===== config.mk =====
export PLATFORM = sky130hd
export DESIGN_NAME = mem_bus_arbiter_flat
export DESIGN_NICKNAME = d
export VERILOG_FILES = /design/src/rtl/mem_bus_arbiter_if.sv /design/src/rtl/mem_bus_arbiter.sv /design/src/flat_wrapper.sv
export SDC_FILE = /design/constraint.sdc
export NUM_CORES = 1
export LEC_CHECK = 0
export BUFFER_PORTS_ARGS = -buffer_cell sky130_fd_sc_hd__clkbuf_2
export CAP_MARGIN = 40
export CORE_MARGIN = 4
export CORE_UTILIZATION = 48
export DETAILED_ROUTE_END_ITERATION = 16
export HOLD_SLACK_MARGIN = 0.05
export PLACE_DENSITY = 0.85
export SYNTH_ARGS = -nofsm -noshare
export SYNTH_HDL_FRONTEND = slang
export SYNTH_SLANG_ARGS = --single-unit

===== constraint.sdc =====
create_clock -name clk -period 3.1 [get_ports clk]
set_clock_uncertainty 0.2 [all_clocks]
set_input_delay 0.62 -clock clk [delete_from_list [all_inputs] [get_ports clk]]
set_output_delay 0.62 -clock clk [all_outputs]
set_load 0.005 [all_outputs]

===== src/rtl/mem_bus_arbiter_if.sv =====
// Requester-side and external-pin signals of the multiplexed memory bus arbiter.
// slave: the arbiter's view; master: the requesters and bus pins driving it.
interface mem_bus_arbiter_if #(
  parameter int NCH = 2,
  parameter int AW  = 20,
  parameter int DW  = 16
);
  logic [NCH-1:0]    req;
  logic [NCH-1:0]    rw;
  logic [NCH-1:0]    io;
  logic [NCH*AW-1:0] adr;
  logic [NCH*DW-1:0] dtw;
  logic [NCH-1:0]    ack;
  logic [DW-1:0]     dtr;
  logic [DW-1:0]     din;
  logic [DW-1:0]     dout;
  logic              isout;
  logic [AW-17:0]    adr_hi;
  logic              ale_neg;
  logic              oe;
  logic              we;
  logic              pio;

  modport slave (
    input  req, rw, io, adr, dtw, din,
    output ack, dtr, dout, isout, adr_hi, ale_neg, oe, we, pio
  );

  modport master (
    output req, rw, io, adr, dtw, din,
    input  ack, dtr, dout, isout, adr_hi, ale_neg, oe, we, pio
  );
endinterface


===== src/rtl/mem_bus_arbiter.sv =====
// Arbitrates NCH requesters onto one multiplexed address/data bus and runs the full bus cycle.
// Define MEM_ARB_RR_EN for round-robin arbitration; otherwise fixed priority, channel 0 highest.
module mem_bus_arbiter #(
  parameter int NCH  = 2,
  parameter int AW   = 20,
  parameter int DW   = 16,
  parameter int WAIT = 1
) (
  input logic              clk,
  input logic              rst,
  mem_bus_arbiter_if.slave bus
);

  typedef enum logic [2:0] {IDLE, ADDR, TURN, DATA, ACK} state_t;

  localparam int IW = (NCH > 1) ? $clog2(NCH) : 1;

  state_t         state, state_nxt;
  logic [3:0]     wcnt;
  logic [IW-1:0]  gnt, gnt_q;
  logic           gnt_vld;
  logic [DW-1:0]  dtw_q;
  logic           rw_q;

  logic [AW-1:0]  adr_sel;
  logic [DW-1:0]  dtw_sel;
  logic           rw_sel;
  logic           io_sel;

`ifdef MEM_ARB_RR_EN
  logic [IW-1:0] ptr;

  // Scan downward from ptr+NCH-1 so the channel nearest the pointer is the last (winning) hit.
  always_comb begin
    int idx;
    idx     = 0;
    gnt     = '0;
    gnt_vld = 1'b0;
    for (int k = NCH - 1; k >= 0; k--) begin
      idx = (int'(ptr) + k) % NCH;
      if (bus.req[idx]) begin
        gnt     = IW'(idx);
        gnt_vld = 1'b1;
      end
    end
  end

  always_ff @(posedge clk or posedge rst) begin
    if (rst) begin
      ptr <= '0;
    end else if (state == IDLE && gnt_vld) begin
      ptr <= (int'(gnt) == NCH - 1) ? '0 : gnt + 1'b1;
    end
  end
`else
  always_comb begin
    gnt     = '0;
    gnt_vld = |bus.req;
    for (int k = NCH - 1; k >= 0; k--) begin
      if (bus.req[k]) gnt = IW'(k);
    end
  end
`endif

  // Granted channel's inputs, only meaningful while leaving IDLE.
  always_comb begin
    adr_sel = bus.adr[int'(gnt) * AW +: AW];
    dtw_sel = bus.dtw[int'(gnt) * DW +: DW];
    rw_sel  = bus.rw[gnt];
    io_sel  = bus.io[gnt];
  end

  // NOTE: every combinational output gets a default before the case so no latch is inferred.
  always_comb begin
    state_nxt = state;
    case (state)
      IDLE:    if (gnt_vld) state_nxt = ADDR;
      ADDR:    state_nxt = rw_q ? TURN : DATA;
      TURN:    state_nxt = DATA;
      DATA:    if (wcnt == 4'd0) state_nxt = ACK;
      ACK:     state_nxt = IDLE;
      default: state_nxt = IDLE;
    endcase
  end

  // NOTE: sequential state uses non-blocking assignments so every register samples pre-edge values.
  always_ff @(posedge clk or posedge rst) begin
    if (rst) begin
      state <= IDLE;
      wcnt  <= '0;
      gnt_q <= '0;
      dtw_q <= '0;
      rw_q  <= 1'b0;
    end else begin
      state <= state_nxt;
      if (state == IDLE && gnt_vld) begin
        gnt_q <= gnt;
        dtw_q <= dtw_sel;
        rw_q  <= rw_sel;
      end
      if (state_nxt == DATA && state != DATA) wcnt <= 4'(WAIT);
      else if (state == DATA && wcnt != 4'd0) wcnt <= wcnt - 4'd1;
    end
  end

  // Outputs are registered from the state being entered, so they line up with that state.
  always_ff @(posedge clk or posedge rst) begin
    if (rst) begin
      bus.ack     <= '0;
      bus.dtr     <= '0;
      bus.dout    <= '0;
      bus.isout   <= 1'b0;
      bus.adr_hi  <= '0;
      bus.ale_neg <= 1'b1;
      bus.oe      <= 1'b0;
      bus.we      <= 1'b0;
      bus.pio     <= 1'b0;
    end else begin
      case (state_nxt)
        IDLE: begin
          bus.ack     <= '0;
          bus.dout    <= '0;
          bus.isout   <= 1'b0;
          bus.adr_hi  <= '0;
          bus.ale_neg <= 1'b1;
          bus.oe      <= 1'b0;
          bus.we      <= 1'b0;
          bus.pio     <= 1'b0;
        end
        ADDR: begin
          bus.ack     <= '0;
          bus.dout    <= adr_sel[15:0];
          bus.isout   <= 1'b1;
          bus.adr_hi  <= adr_sel[AW-1:16];
          bus.ale_neg <= 1'b0;
          bus.oe      <= 1'b0;
          bus.we      <= 1'b0;
          bus.pio     <= io_sel;
        end
        TURN: begin
          bus.isout   <= 1'b0;
          bus.ale_neg <= 1'b1;
          bus.oe      <= 1'b0;
        end
        DATA: begin
          bus.ale_neg <= 1'b1;
          if (rw_q) begin
            bus.isout <= 1'b0;
            bus.oe    <= 1'b1;
          end else begin
            bus.isout <= 1'b1;
            bus.dout  <= dtw_q;
            bus.we    <= 1'b1;
          end
        end
        ACK: begin
          bus.ack <= NCH'(1) << gnt_q;
          bus.oe  <= 1'b0;
          bus.we  <= 1'b0;
          if (rw_q) bus.isout <= 1'b0;
        end
        default: begin
          bus.ack <= '0;
        end
      endcase
      if (state == DATA && state_nxt == ACK && rw_q) bus.dtr <= bus.din;
    end
  end

endmodule


===== src/flat_wrapper.sv =====
// flat-port wrapper written by rule: the top's interface ports become plain ports
module mem_bus_arbiter_flat 
#(
  parameter int NCH  = 2,
  parameter int AW   = 20,
  parameter int DW   = 16,
  parameter int WAIT = 1
)
  (clk, rst, bus_req, bus_rw, bus_io, bus_adr, bus_dtw, bus_din, bus_ack, bus_dtr, bus_dout, bus_isout, bus_adr_hi, bus_ale_neg, bus_oe, bus_we, bus_pio);
  mem_bus_arbiter_if #(.NCH(NCH), .AW(AW), .DW(DW)) bus_i ();
  input logic clk;
  input logic rst;
  input wire logic [$bits(bus_i.req)-1:0] bus_req;
  input wire logic [$bits(bus_i.rw)-1:0] bus_rw;
  input wire logic [$bits(bus_i.io)-1:0] bus_io;
  input wire logic [$bits(bus_i.adr)-1:0] bus_adr;
  input wire logic [$bits(bus_i.dtw)-1:0] bus_dtw;
  input wire logic [$bits(bus_i.din)-1:0] bus_din;
  output wire logic [$bits(bus_i.ack)-1:0] bus_ack;
  output wire logic [$bits(bus_i.dtr)-1:0] bus_dtr;
  output wire logic [$bits(bus_i.dout)-1:0] bus_dout;
  output wire logic [$bits(bus_i.isout)-1:0] bus_isout;
  output wire logic [$bits(bus_i.adr_hi)-1:0] bus_adr_hi;
  output wire logic [$bits(bus_i.ale_neg)-1:0] bus_ale_neg;
  output wire logic [$bits(bus_i.oe)-1:0] bus_oe;
  output wire logic [$bits(bus_i.we)-1:0] bus_we;
  output wire logic [$bits(bus_i.pio)-1:0] bus_pio;
  assign bus_i.req = bus_req;
  assign bus_i.rw = bus_rw;
  assign bus_i.io = bus_io;
  assign bus_i.adr = bus_adr;
  assign bus_i.dtw = bus_dtw;
  assign bus_i.din = bus_din;
  assign bus_ack = bus_i.ack;
  assign bus_dtr = bus_i.dtr;
  assign bus_dout = bus_i.dout;
  assign bus_isout = bus_i.isout;
  assign bus_adr_hi = bus_i.adr_hi;
  assign bus_ale_neg = bus_i.ale_neg;
  assign bus_oe = bus_i.oe;
  assign bus_we = bus_i.we;
  assign bus_pio = bus_i.pio;
  mem_bus_arbiter #(.NCH(NCH), .AW(AW), .DW(DW), .WAIT(WAIT)) u_core (.clk(clk), .rst(rst), .bus(bus_i));
endmodule

Word-level counts from Yosys, hierarchy flattened

Cells that the tools add are included.

Register bits: 68
Bits in latches: 0
RAM bits: 0
Memory bits (read-only): 0
Output and inout bits: 43
Logic and storage cells: 82
Memories kept: 0

Add/sub/neg operators: 1
Multipliers: 1
Divide/modulo/power cells: 0
Order comparisons: 1
Eq/ne operators: 11
Shifts and indexed selects: 3
Mux-type cells: 25
Bitwise operators: 0
Reductions and logical operators: 26

Operators by type and width:

| operator                                         | count |
|---|---|
| one-hot mux 16 bit (3 select lines)              | 1 |
| indexed part select 40 x 32 -> 20 bit            | 1 |
| indexed part select 32 x 6 -> 16 bit             | 1 |
| 2-to-1 mux 16 bit                                | 1 |
| == test 3 x 2 -> 1 bit, second input constant    | 4 |
| one-hot mux 3 bit (4 select lines)               | 1 |
| 2-to-1 mux 1 bit                                 | 11 |
| nonzero test 2 bit                               | 5 |
| 2-to-1 mux 4 bit                                 | 2 |
| one-hot mux 1 bit (2 select lines)               | 4 |
| one-hot mux 4 bit (2 select lines)               | 1 |
| AND reduction 2 bit                              | 4 |
| nonzero test 4 bit                               | 2 |
| == test 3 x 1 -> 1 bit, second input constant    | 2 |
| logical NOT 3 bit                                | 2 |
| 2-to-1 mux 3 bit                                 | 2 |
| OR reduction 2 bit                               | 3 |
| OR reduction 3 bit                               | 2 |
| logical AND 1 bit                                | 5 |
| logical NOT 4 bit                                | 1 |
| multiplier 1 x 3 -> 4 bit, second input constant | 1 |
| != test 2 x 1 -> 1 bit, second input constant    | 2 |
| one-hot mux 1 bit (4 select lines)               | 1 |
| one-hot mux 2 bit (2 select lines)               | 1 |
| other kinds (8)                                  | 8 |

Longest topological paths before layout

Gate-level depths: netlist (run 1).

Depth in word-level cells: 7
Mapped depth: 8

Least setup slack after synthesis (run 1)

No wires, ideal clock.

Path kind: flip-flop to flip-flop
From: register u_core.wcnt[0]
To: register u_core.bus.dtr[0]
Library setup time: 0.125 ns
Arrival time: 1.877 ns
Path slack: 0.898 ns
Cell stages (with the launch flop): 9
Buffers on the path: 1
Period minus slack after synthesis: 2.202 ns
Cells stage by stage: dfrtp_1 -> inv_1 -> ha_1 -> or3b_1 -> or2_4 -> clkinv_2 -> nand2_4 -> buf_6 -> mux2_4

Word-level cells in the longest chain between the ends: 6

RTL lines:

| item                               | RTL line                 | RTL |
|---|---|---|
| from (decl)                        | mem_bus_arbiter.sv:19    | `logic [3:0] wcnt;` |
| from (signal assigned)             | mem_bus_arbiter.sv:101   | `if (state_nxt == DATA && state != DATA) wcnt <= 4'(WAIT);` |
| from (signal assigned)             | mem_bus_arbiter.sv:102   | `else if (state == DATA && wcnt != 4'd0) wcnt <= wcnt - 4'd1;` |
| logical NOT 4 bit                  | mem_bus_arbiter.sv:80    | `DATA: if (wcnt == 4'd0) state_nxt = ACK;` |
| 2-to-1 mux 3 bit                   | mem_bus_arbiter.sv:80    |  |
| one-hot mux 3 bit (4 select lines) | mem_bus_arbiter.sv:76    | `case (state)` |
| net u_core.state_nxt[2]            | mem_bus_arbiter.sv:18    | `state_t state, state_nxt;` |
| == test 3 bit                      | mem_bus_arbiter.sv:166   | `if (state == DATA && state_nxt == ACK && rw_q) bus.dtr <= bus.din;` |
| logical AND 1 bit (2 in a row)     | mem_bus_arbiter.sv:166   |  |
| to (signal assigned)               | mem_bus_arbiter.sv:166   |  |
| to (decl)                          | mem_bus_arbiter_if.sv:26 | `output ack, dtr, dout, isout, adr_hi, ale_neg, oe, we, pio` |

The timed path passes the listed nets, and every way through them passes these cells.
A chain may end at the register's enable or synchronous reset.

Worst setup path after layout (run 1)

From: register u_core.wcnt[0]
To: register u_core.bus.dtr[6]

The elaborated chain is that of the path after synthesis.

==> metrics, run 1 <==
routed len/inst=15.6 µm; Least-Margin Pin Slew=0.654 ns; synthesis-stage register bit count=68; Die W=90.5 µm; Final #Nets=543; kind of critical path=flip-flop to flip-flop; GRT Total Usage=20.1%; Crit Path Max Fanout=16; Total Wirelength=8.22 mm; Final ANT Viol Nets=0; CORE AREA=6490 µm²; sequential area share after synthesis=52.1%; setup TNS=0 ns; fin crit period=2.39 ns; Worst Setup SP=u_core.wcnt[0]; number of enable flip-flop cells after synthesis=0; Synth cell types=38; crit path DAT=2.41 ns; crit path cell chain=inv_1 > ha_1 > or3b_1 > or2_4 > clkinv_2 > nand2_4 > mux2_4; CTS hold repair buffers=0; most used flip-flop cell after synthesis=dfrtp_1; post-synth top area share=51.3%; Stages on worst setup path=7; Clock Latency Late Sink=0.34 ns; CTS tree=yes; Crit. End Element=flip-flop; final setup margin=0.711 ns; HP Class=input port to async pin; Leakage=2.21 nW; outcome=complete, no violations; dpl hpwl=6.21 mm; CP Capture Point=u_core.bus.dtr[6]; # IOs=139; Worst EP required=3.13 ns; initial antenna violation count=0; R2R Setup Slk=0.71 ns; CP startpoint kind=flip-flop; first-pass GRT wire length=13.3 mm; RD Place Congestion=0.855; clk sink count=68; die height=90.5 µm; RSZ-0062 raised after global routing=no; drt pass-1 iters=5; Mapped Nets=406; Reg clk slew, reported paths=0.08 ns; full die area=8190 µm²; Filler Cells Inserted=525; largest net degree at the start of global routing=57; starting density of the core=50.3%; fmax=419 MHz; pre-CTS setup slack=0.733 ns; part of the cycle the worst path needs=77.1%; Pwr Density=953 nW/µm²; Initial DRC Count=196; post-layout util=66.0%; slowest library cell on the worst path=or3b_1; final setup violating endpoints=0; buffer and inverter count on the worst path=2; max incr delay on CP=0.46 ns; total grt overflow=0; Cells after Synth=309; Root Driver=clkbuf_8; DR vias=2748; htree depth=3; Worst R2R End=u_core.bus.dtr[6]; vias in the first global route=2755; CTS buffer count=9; maximum vdd drop=0.000445 V; CTS Buffer Depth=2; diode count=0; ys async rst share=100%; PortBufs=138; cts repair resizes=0; area grow syn2layout=31.3%; Slew HR=56.3%; post-CTS setup repair buffer count=0; share of layout cells above drive strength 1=41.2%; synth warn=0; Synth area leaders=dfrtp_1 (51%), mux2i_1 (12%), o21ai_0 (6.4%), nand2_1 (5.1%), mux2_4 (4.6%); Crit path max-delay family=simple AND/OR/NAND/NOR gates; Hold WS=0.151 ns; Worst Reg-to-Reg Cells=7; max-cap viol count=0; mean post-synth cell area=10.6 µm²; # DRC=0; Final Hold Fails=0; FF-to-FF Start=u_core.wcnt[0]; Final Slew Violations=0; Mapped Area=3270 µm²; Synth area leader=dfrtp_1; Vias/cell=5.20; std cell rows=29
-- state kept, by name (all words and copies together), names as in the netlist, 2 cells and up --
register and cells:
u_core.state 3, u_core.bus.ack 2, u_core.bus.dout 16, u_core.bus.adr_hi 4, u_core.wcnt 4, u_core.bus.dtr 16
u_core.dtw_q 16
-- placed cells by master (no fill, tap or decap), types with 2 or more instances in the layout --
master,instances
buf_4,7
mux2_4,10
clkbuf_2,138
nand3b_1,2
o22a_1,17
clkinv_2,3
clkbuf_8,10
o21ai_0,42
o21ai_1,3
nand3_1,2
nand2_1,44
clkinv_4,2
dfrtp_1,67
nor3_1,2
nor2_1,9
bufinv_16,2
a21oi_1,2
mux2_2,6
mux2i_1,38
o31ai_1,2
inv_1,21
-- worst min path at each step --
stage,endpoint,slack (ns),start,cells after the start
6_report,u_core.bus.dtr[5],0.15,rst,2
3_5_place_dp,u_core.dtw_q[7],0.27,u_core.dtw_q[7],2
2_1_floorplan,u_core.dtw_q[0],0.25,u_core.dtw_q[0],2
4_1_cts,u_core.bus.dtr[2],0.17,rst,2
5_1_grt,u_core.bus.dtr[5],0.20,rst,2
3_3_place_gp,u_core.bus.dout[10],0.26,u_core.bus.dout[10],2
-- logic make-up (layout without fill, tap and decap cells) --
kind of cell | Yosys count | after routing | synth area share [%]
compound gates | 73 | 73 | 13.9
fa+ha+maj | 1 | 1 | 0.383
buf+inv | 43 | 185 | 5.48
flops | 68 | 68 | 52.1
mux | 54 | 54 | 18.3
simple gates | 70 | 70 | 9.84
-- through the flow --
stage | power [mW] | std cells | area [µm²]
after floorplan | 2.61 | 309 | 3270
after global placement | 3.15 | 511 | 4050
after detailed placement | 3.27 | 512 | 4060
after CTS | 4.11 | 528 | 4290
after global routing | 4.38 | 528 | 4290
final | 4.09 | 528 | 4290
-- worst register-to-register path, delay by kind of cell (launching register included) --
kind / cells / cell delay [ns]
AND/OR/NAND/NOR: 3 / 0.92
flip-flops: 1 / 0.41
multiplexers: 1 / 0.37
adder cells (fa/ha/maj): 1 / 0.23
buffers and inverters: 2 / 0.14
-- layout make-up --
class                      count  area, µm²  share of cell area, %
sequential                    68       1700                   39.7
inverter                      23       87.6                   2.04
timing repair buffer         146        758                   17.7
clock buffer                  10        138                   3.21
multi-input combinational    198       1420                   33.1
clock inverter                 6       87.6                   2.04
tap                           77       96.3                   2.25
-- cells in the mapped netlist (all sizes together), types with 8 or more instances --
cell type	number
dfrtp	67
mux2i	38
nand2	45
o21ai	45
buf	8
inv	22
o22a	17
nor2	9
clkbuf	12
mux2	16
-- per-layer routing --
| metal | vias to the layer above | wire [µm] | global-route usage, % |
|---|---|---|---|
| met4 | 0 | 147 | 9.57 |
| met5 | - | 0 | 0 |
| met3 | 14 | 554 | 4.08 |
| met2 | 112 | 4100 | 31.9 |
| li1 | 1350 | - | - |
| met1 | 1272 | 3420 | 26.3 |
-- power by group --
| part | internal, mW | switching [mW] | leakage (nW) |
|---|---|---|---|
| clock network | 0.475 | 0.344 | 0.116 |
| logic | 0.818 | 0.857 | 1.24 |
| registers | 1.29 | 0.303 | 0.845 |
| total | 2.58 | 1.50 | 2.21 |
(Power assumes the default switching activity.)
==> inputs of run 2 (changes only) <==
clock period = 2.45 ns   (was 3.1 ns; I/O delays follow)
==> run 2 against run 1 <==
  * Sequential power increased by 26%
  * Clock-buffer cell count unchanged
  * Wire length increased by 0.30%
  * Worst hold slack got worse by 0.10 ns
  * Die area unchanged
  * Fmax increased by 1.6%
  * Combinational power increased by 28%
==> metrics, run 2 (synthesis gave the netlist of run 1 again) <==
initial antenna violation count=0 (unchanged); Seq. cell area=1700 µm² (unchanged); Reg clk slew, reported paths=0.08 ns (about the same); Root Driver=clkbuf_8; pre-CTS setup slack=0.112 ns (-0.621 ns); multi-input logic area=1420 µm² (unchanged); # DRC=0 (unchanged); post-CTS setup repair buffer count=0 (unchanged); CTS tree=yes; Final Slew Violations=0 (unchanged); most frequent cells in the layout=clkbuf_2 (138), dfrtp_1 (67), nand2_1 (44), o21ai_0 (42), mux2i_1 (38); Hold WS=0.0497 ns (-0.101 ns); Crit Path Max Fanout=16 (unchanged); final setup margin=0.0992 ns (-0.612 ns); CTS buffer count=9 (unchanged); most common cell after layout, fill and taps aside=clkbuf_2; CTS hold repair buffers=0 (unchanged); outcome=complete, no violations; Leakage=2.20 nW (about the same); Internal=3.26 mW (+26%); vias in the first global route=2755 (unchanged); Pwr Density=1190 nW/µm² (+25%); Gate power share=41.7% (+0.7 points); cts repair resizes=0 (unchanged); RSZ-0062 raised after global routing=no; DR vias=2740 (-0.29%); # IOs=139 (unchanged); HP Class=input port to async pin; Initial DRC Count=168 (-14%); net switching power=1.89 mW (+25%); fmax=425 MHz (+1.6%); buffer and inverter count on the worst path=2 (unchanged); std cell rows=29 (unchanged); diode count=0 (unchanged); area grow syn2layout=32.0%; RD Place Congestion=0.892 (+4.4%); kind of critical path=flip-flop to flip-flop; grt peak-use layer=met2; slowest library cell on the worst path=or3b_1; max-cap viol count=0 (unchanged); Total Wirelength=8.25 mm (+0.30%); part of the cycle the worst path needs=95.9% (+19 points); Clk network pwr share=19.3% (-0.7 points); post-layout util=66.4% (+0.39 points); final setup violating endpoints=0 (unchanged); routing usage on met3=5.33% (+1.3 points); crit path DAT=2.38 ns (-0.03 ns); GRT Total Usage=20.4% (+0.27 points); Seq pwr share=39.0% (about the same); drt pass-1 iters=4 (-1); Clock Latency Late Sink=0.34 ns (about the same); crit path cell chain=inv_1 > ha_1 > or3b_1 > or2_4 > clkinv_2 > nand2_4 > mux2_4; Die W=90.5 µm (unchanged); first-pass GRT wire length=13.3 mm (+0.26%); Sw Share=36.6% (-0.16 points); full die area=8190 µm² (unchanged); maximum vdd drop=0.000612 V (+38%); Final #Nets=544 (+0.18%); M1 GR Usage=27.0% (+0.72 points); largest registers=u_core.bus.dout: 16 flops, u_core.bus.dtr: 16 flops, u_core.dtw_q: 16 flops; Final Hold Fails=0 (unchanged); CORE AREA=6490 µm² (unchanged); Worst EP required=2.47 ns (-0.66 ns); Filler Cells Inserted=505 (-3.8%); die height=90.5 µm (unchanged); CP startpoint kind=flip-flop; largest net degree at the start of global routing=33 (-42%); Final ANT Viol Nets=0 (unchanged); Crit path max-delay family=simple AND/OR/NAND/NOR gates; total grt overflow=0 (unchanged); clk sink count=68 (unchanged); Crit. End Element=flip-flop; htree depth=3 (unchanged); setup TNS=0 ns (unchanged); starting density of the core=50.3% (unchanged); dpl hpwl=6.43 mm (+3.4%); Least-Margin Pin Slew=0.734 ns (+0.0798 ns); Slew HR=51.0% (-5.3 points); max incr delay on CP=0.46 ns (about the same); routed len/inst=15.6 µm (+0.49%); CTS Buffer Depth=2 (unchanged); PortBufs=138 (unchanged); fin crit period=2.35 ns (-0.0380 ns); GR Util met2=31.6% (-0.31 points); Vias/cell=5.20 (-0.10%); share of layout cells above drive strength 1=41.1% (-0.13 points)
[run 2: cell type report]
class / instances / area share, %
multi-input cells: 198 / 32.9
well taps: 77 / 2.23
clock inverters: 4 / 1.74
repair buffers: 147 / 18.5
flip-flops and latches: 68 / 39.5
clock buffers: 10 / 3.19
inverters: 23 / 2.03
[run 2: metal layers]
metal  up-vias  share of wire [%]
met2       104                 48
met3        16                7.1
met1      1278                 42
met4         0                2.2
met5         -                  0
li1       1342                  -
[run 2: worst reg2reg max path, cell delays in order (launching register included)]
cell and delay [ns]:
dfrtp_1 0.41, inv_1 0.07, ha_1 0.22, or3b_1 0.46
or2_4 0.30, clkinv_2 0.07, nand2_4 0.16, mux2_4 0.36
[run 2: stage by stage]
step	instance area, µm²	instances	power, mW
after floorplan	3270	309	3.31
after global placement	4100	513	4.03
after detailed placement	4100	513	4.17
after CTS	4310	527	5.17
after global routing	4310	527	5.52
final	4310	527	5.15
[run 2: power by group through the flow]
stage	registers, mW	logic [mW]	clock network, mW
after floorplan	1.91	1.40	0
after global placement	1.98	2.05	0
after detailed placement	2.02	2.16	0
after CTS	2.00	2.16	1.01
after global routing	2.07	2.39	1.06
final	2.01	2.15	0.994
[run 2: final timing paths]
check	slack, ns	from	to	depth (start not counted)
min in group clk	0.17	bus_din[11]	u_core.bus.dtr[11]	2
max reg2reg	0.1	u_core.wcnt[0]	u_core.bus.dtr[5]	7
min reg2reg	0.28	u_core.bus.dout[10]	u_core.bus.dout[10]	2
max in group asynchronous	1.43	rst	u_core.bus.dout[11]	3
max	0.1	u_core.wcnt[0]	u_core.bus.dtr[5]	7
min	0.05	rst	u_core.bus.dtr[11]	2
==> inputs of run 3 (changes only) <==
REMOVE_ABC_BUFFERS = 1   (was default)
==> run 3 against run 2 <==
  * Flip-flop and latch count stayed put
  * Global-route usage is 0.63 points lower
  * Fmax is 1.0% higher
  * Cell count is 0.57% higher
  * Power is 2.1% higher
  * Worst hold slack better by 0.13 ns
  * Clock power is 9% higher
  * Wire length is 3.9% lower
  * Critical path depth stayed put
==> metrics, run 3 (synthesis gave the netlist of run 1 again) <==
outcome=complete, no violations; dpl hpwl=6.13 mm (-4.6%); Final Slew Violations=0 (unchanged); share of layout cells above drive strength 1=41.1% (-0.052 points); CTS Buffer Depth=2 (unchanged); full die area=8190 µm² (unchanged); Final Hold Fails=0 (unchanged); Worst EP required=2.47 ns (about the same); maximum vdd drop=0.000634 V (+3.5%); Filler Cells Inserted=508 (+0.59%); DR vias=2722 (-0.66%); first-pass GRT wire length=13.1 mm (-2.1%); RSZ-0062 raised after global routing=no; setup TNS=0 ns (unchanged); Pwr Density=1210 nW/µm² (+1.4%); Worst Reg-to-Reg Cells=7 (unchanged); Crit. End Element=flip-flop; crit path cell chain=inv_1 > ha_1 > or3b_4 > or2_4 > clkinv_2 > nand2_4 > mux2_4; RD Place Congestion=0.787 (-12%); Crit Path Max Fanout=16 (unchanged); drt pass-1 iters=4 (unchanged); CTS buffer count=9 (unchanged); non-filler instance count after layout=530 (+0.57%); htree depth=3 (unchanged); Internal=3.40 mW (+4.2%); part of the cycle the worst path needs=95.0% (-0.99 points); most frequent cells in the layout=clkbuf_2 (138), dfrtp_1 (67), nand2_1 (44), o21ai_0 (42), mux2i_1 (38); final setup violating endpoints=0 (unchanged); Crit path max-delay family=simple AND/OR/NAND/NOR gates; CP startpoint kind=flip-flop; Placed Area=4100 µm² (unchanged); max incr delay on CP=0.44 ns (-0.02 ns); post-layout util=66.9% (+0.48 points); Final #Nets=545 (+0.18%); GRT Total Usage=19.7% (-0.63 points); total grt overflow=0 (unchanged); Slew HR=60.6% (+9.7 points); Root Driver=clkbuf_8; Clk network pwr share=20.6% (+1.3 points); clk sink count=68 (unchanged); final setup margin=0.123 ns (+0.0243 ns); Gate power share=41.7% (about the same); net switching power=1.86 mW (-1.4%); Initial DRC Count=59 (-65%); largest net degree at the start of global routing=57 (+73%); Die W=90.5 µm (unchanged); std cell rows=29 (unchanged); buffer and inverter count on the worst path=2 (unchanged); pre-CTS setup slack=0.103 ns (-0.00885 ns); Stages on worst setup path=7 (unchanged); largest registers=u_core.bus.dout: 16 flops, u_core.bus.dtr: 16 flops, u_core.dtw_q: 16 flops; Reg clk slew, reported paths=0.07 ns (about the same); PortBufs=138 (unchanged); die height=90.5 µm (unchanged); CORE AREA=6490 µm² (unchanged); CTS tree=yes; HP Class=input port to flip-flop; crit path DAT=2.35 ns (-0.03 ns); slowest library cell on the worst path=or3b_4; kind of critical path=flip-flop to flip-flop; Least-Margin Pin Slew=0.589 ns (-0.145 ns); # DRC=0 (unchanged); Clock Latency Late Sink=0.33 ns (about the same); initial antenna violation count=0 (unchanged); most common cell after layout, fill and taps aside=clkbuf_2; Hold WS=0.183 ns (+0.134 ns); post-CTS setup repair buffer count=0 (unchanged); Final ANT Viol Nets=0 (unchanged); Hold Crit Depth=2; area grow syn2layout=33.0%; routed len/inst=14.9 µm (-4.5%); max-cap viol count=0 (unchanged); starting density of the core=50.3% (unchanged); fin area=4340 µm² (+0.73%); fin crit period=2.33 ns (-0.0243 ns); Seq pwr share=37.7% (-1.3 points); Sw Share=35.4% (-1.3 points); Leakage=2.23 nW (+1.1%); Tot Pwr=5.26 mW (+2.1%); Vias/cell=5.14 (-1.2%); vias in the first global route=2750 (-0.18%); placed insts=513 (unchanged); Total Wirelength=7.92 mm (-3.9%); fmax=430 MHz (+1.0%); # IOs=139 (unchanged); diode count=0 (unchanged)
[run 3: cell count changes in the layout (fill, tap and decap cells not counted)]
cell,delta
clkbuf_1,+2
clkinv_2,+2
clkinvlp_4,-2
bufinv_16,+1
clkbuf_8,-1
dlygate4sd3_1,+1
or3b_1,-1
or3b_4,+1
[run 3: final timing paths]
path / startpoint / end / slack, ns
setup / recovery: u_core.wcnt[0] / u_core.bus.dtr[0] / 0.12
hold / removal: bus_din[11] / u_core.bus.dtr[11] / 0.18
setup reg to reg: u_core.wcnt[0] / u_core.bus.dtr[0] / 0.12
hold reg to reg: u_core.dtw_q[10] / u_core.dtw_q[10] / 0.28
max in group asynchronous: rst / u_core.bus.dout[11] / 0.95
min in group asynchronous: rst / u_core.bus.dtr[15] / 0.52
[run 3: power by group through the flow]
stage          Clock, mW  Sequential, mW  Combinational [mW]
5_1_grt             1.15            2.05                2.44
6_report            1.08            1.98                2.19
2_1_floorplan          0            1.95                1.29
3_3_place_gp           0            1.97                2.11
4_1_cts             1.10            1.98                2.21
3_5_place_dp           0            1.99                2.22
[run 3: final cells by class]
class | count | area, µm² | area share (%)
Clock inverter | 5 | 100 | 2.30
Inverter | 23 | 87.6 | 2.02
Timing Repair Buffer | 148 | 806 | 18.5
Clock buffer | 11 | 131 | 3.02
Multi-Input combinational cell | 198 | 1420 | 32.7
Tap cell | 77 | 96.3 | 2.22
Sequential cell | 68 | 1700 | 39.2
[run 3: what timing repair did]
item,CTS,global route
hold buffers,1,0
setup endpoints to repair,0,9
resized for setup,0,1
hold endpoints to repair,20,0
[run 3: layer usage]
metal  vias to the layer above  global-route usage [%]  wire length, µm
met2                        79                    34.9             4190
met5                         -                       0                0
met4                         0                    7.27              149
met3                        13                    4.50              405
li1                       1342                       -                -
met1                      1288                    23.3             3180
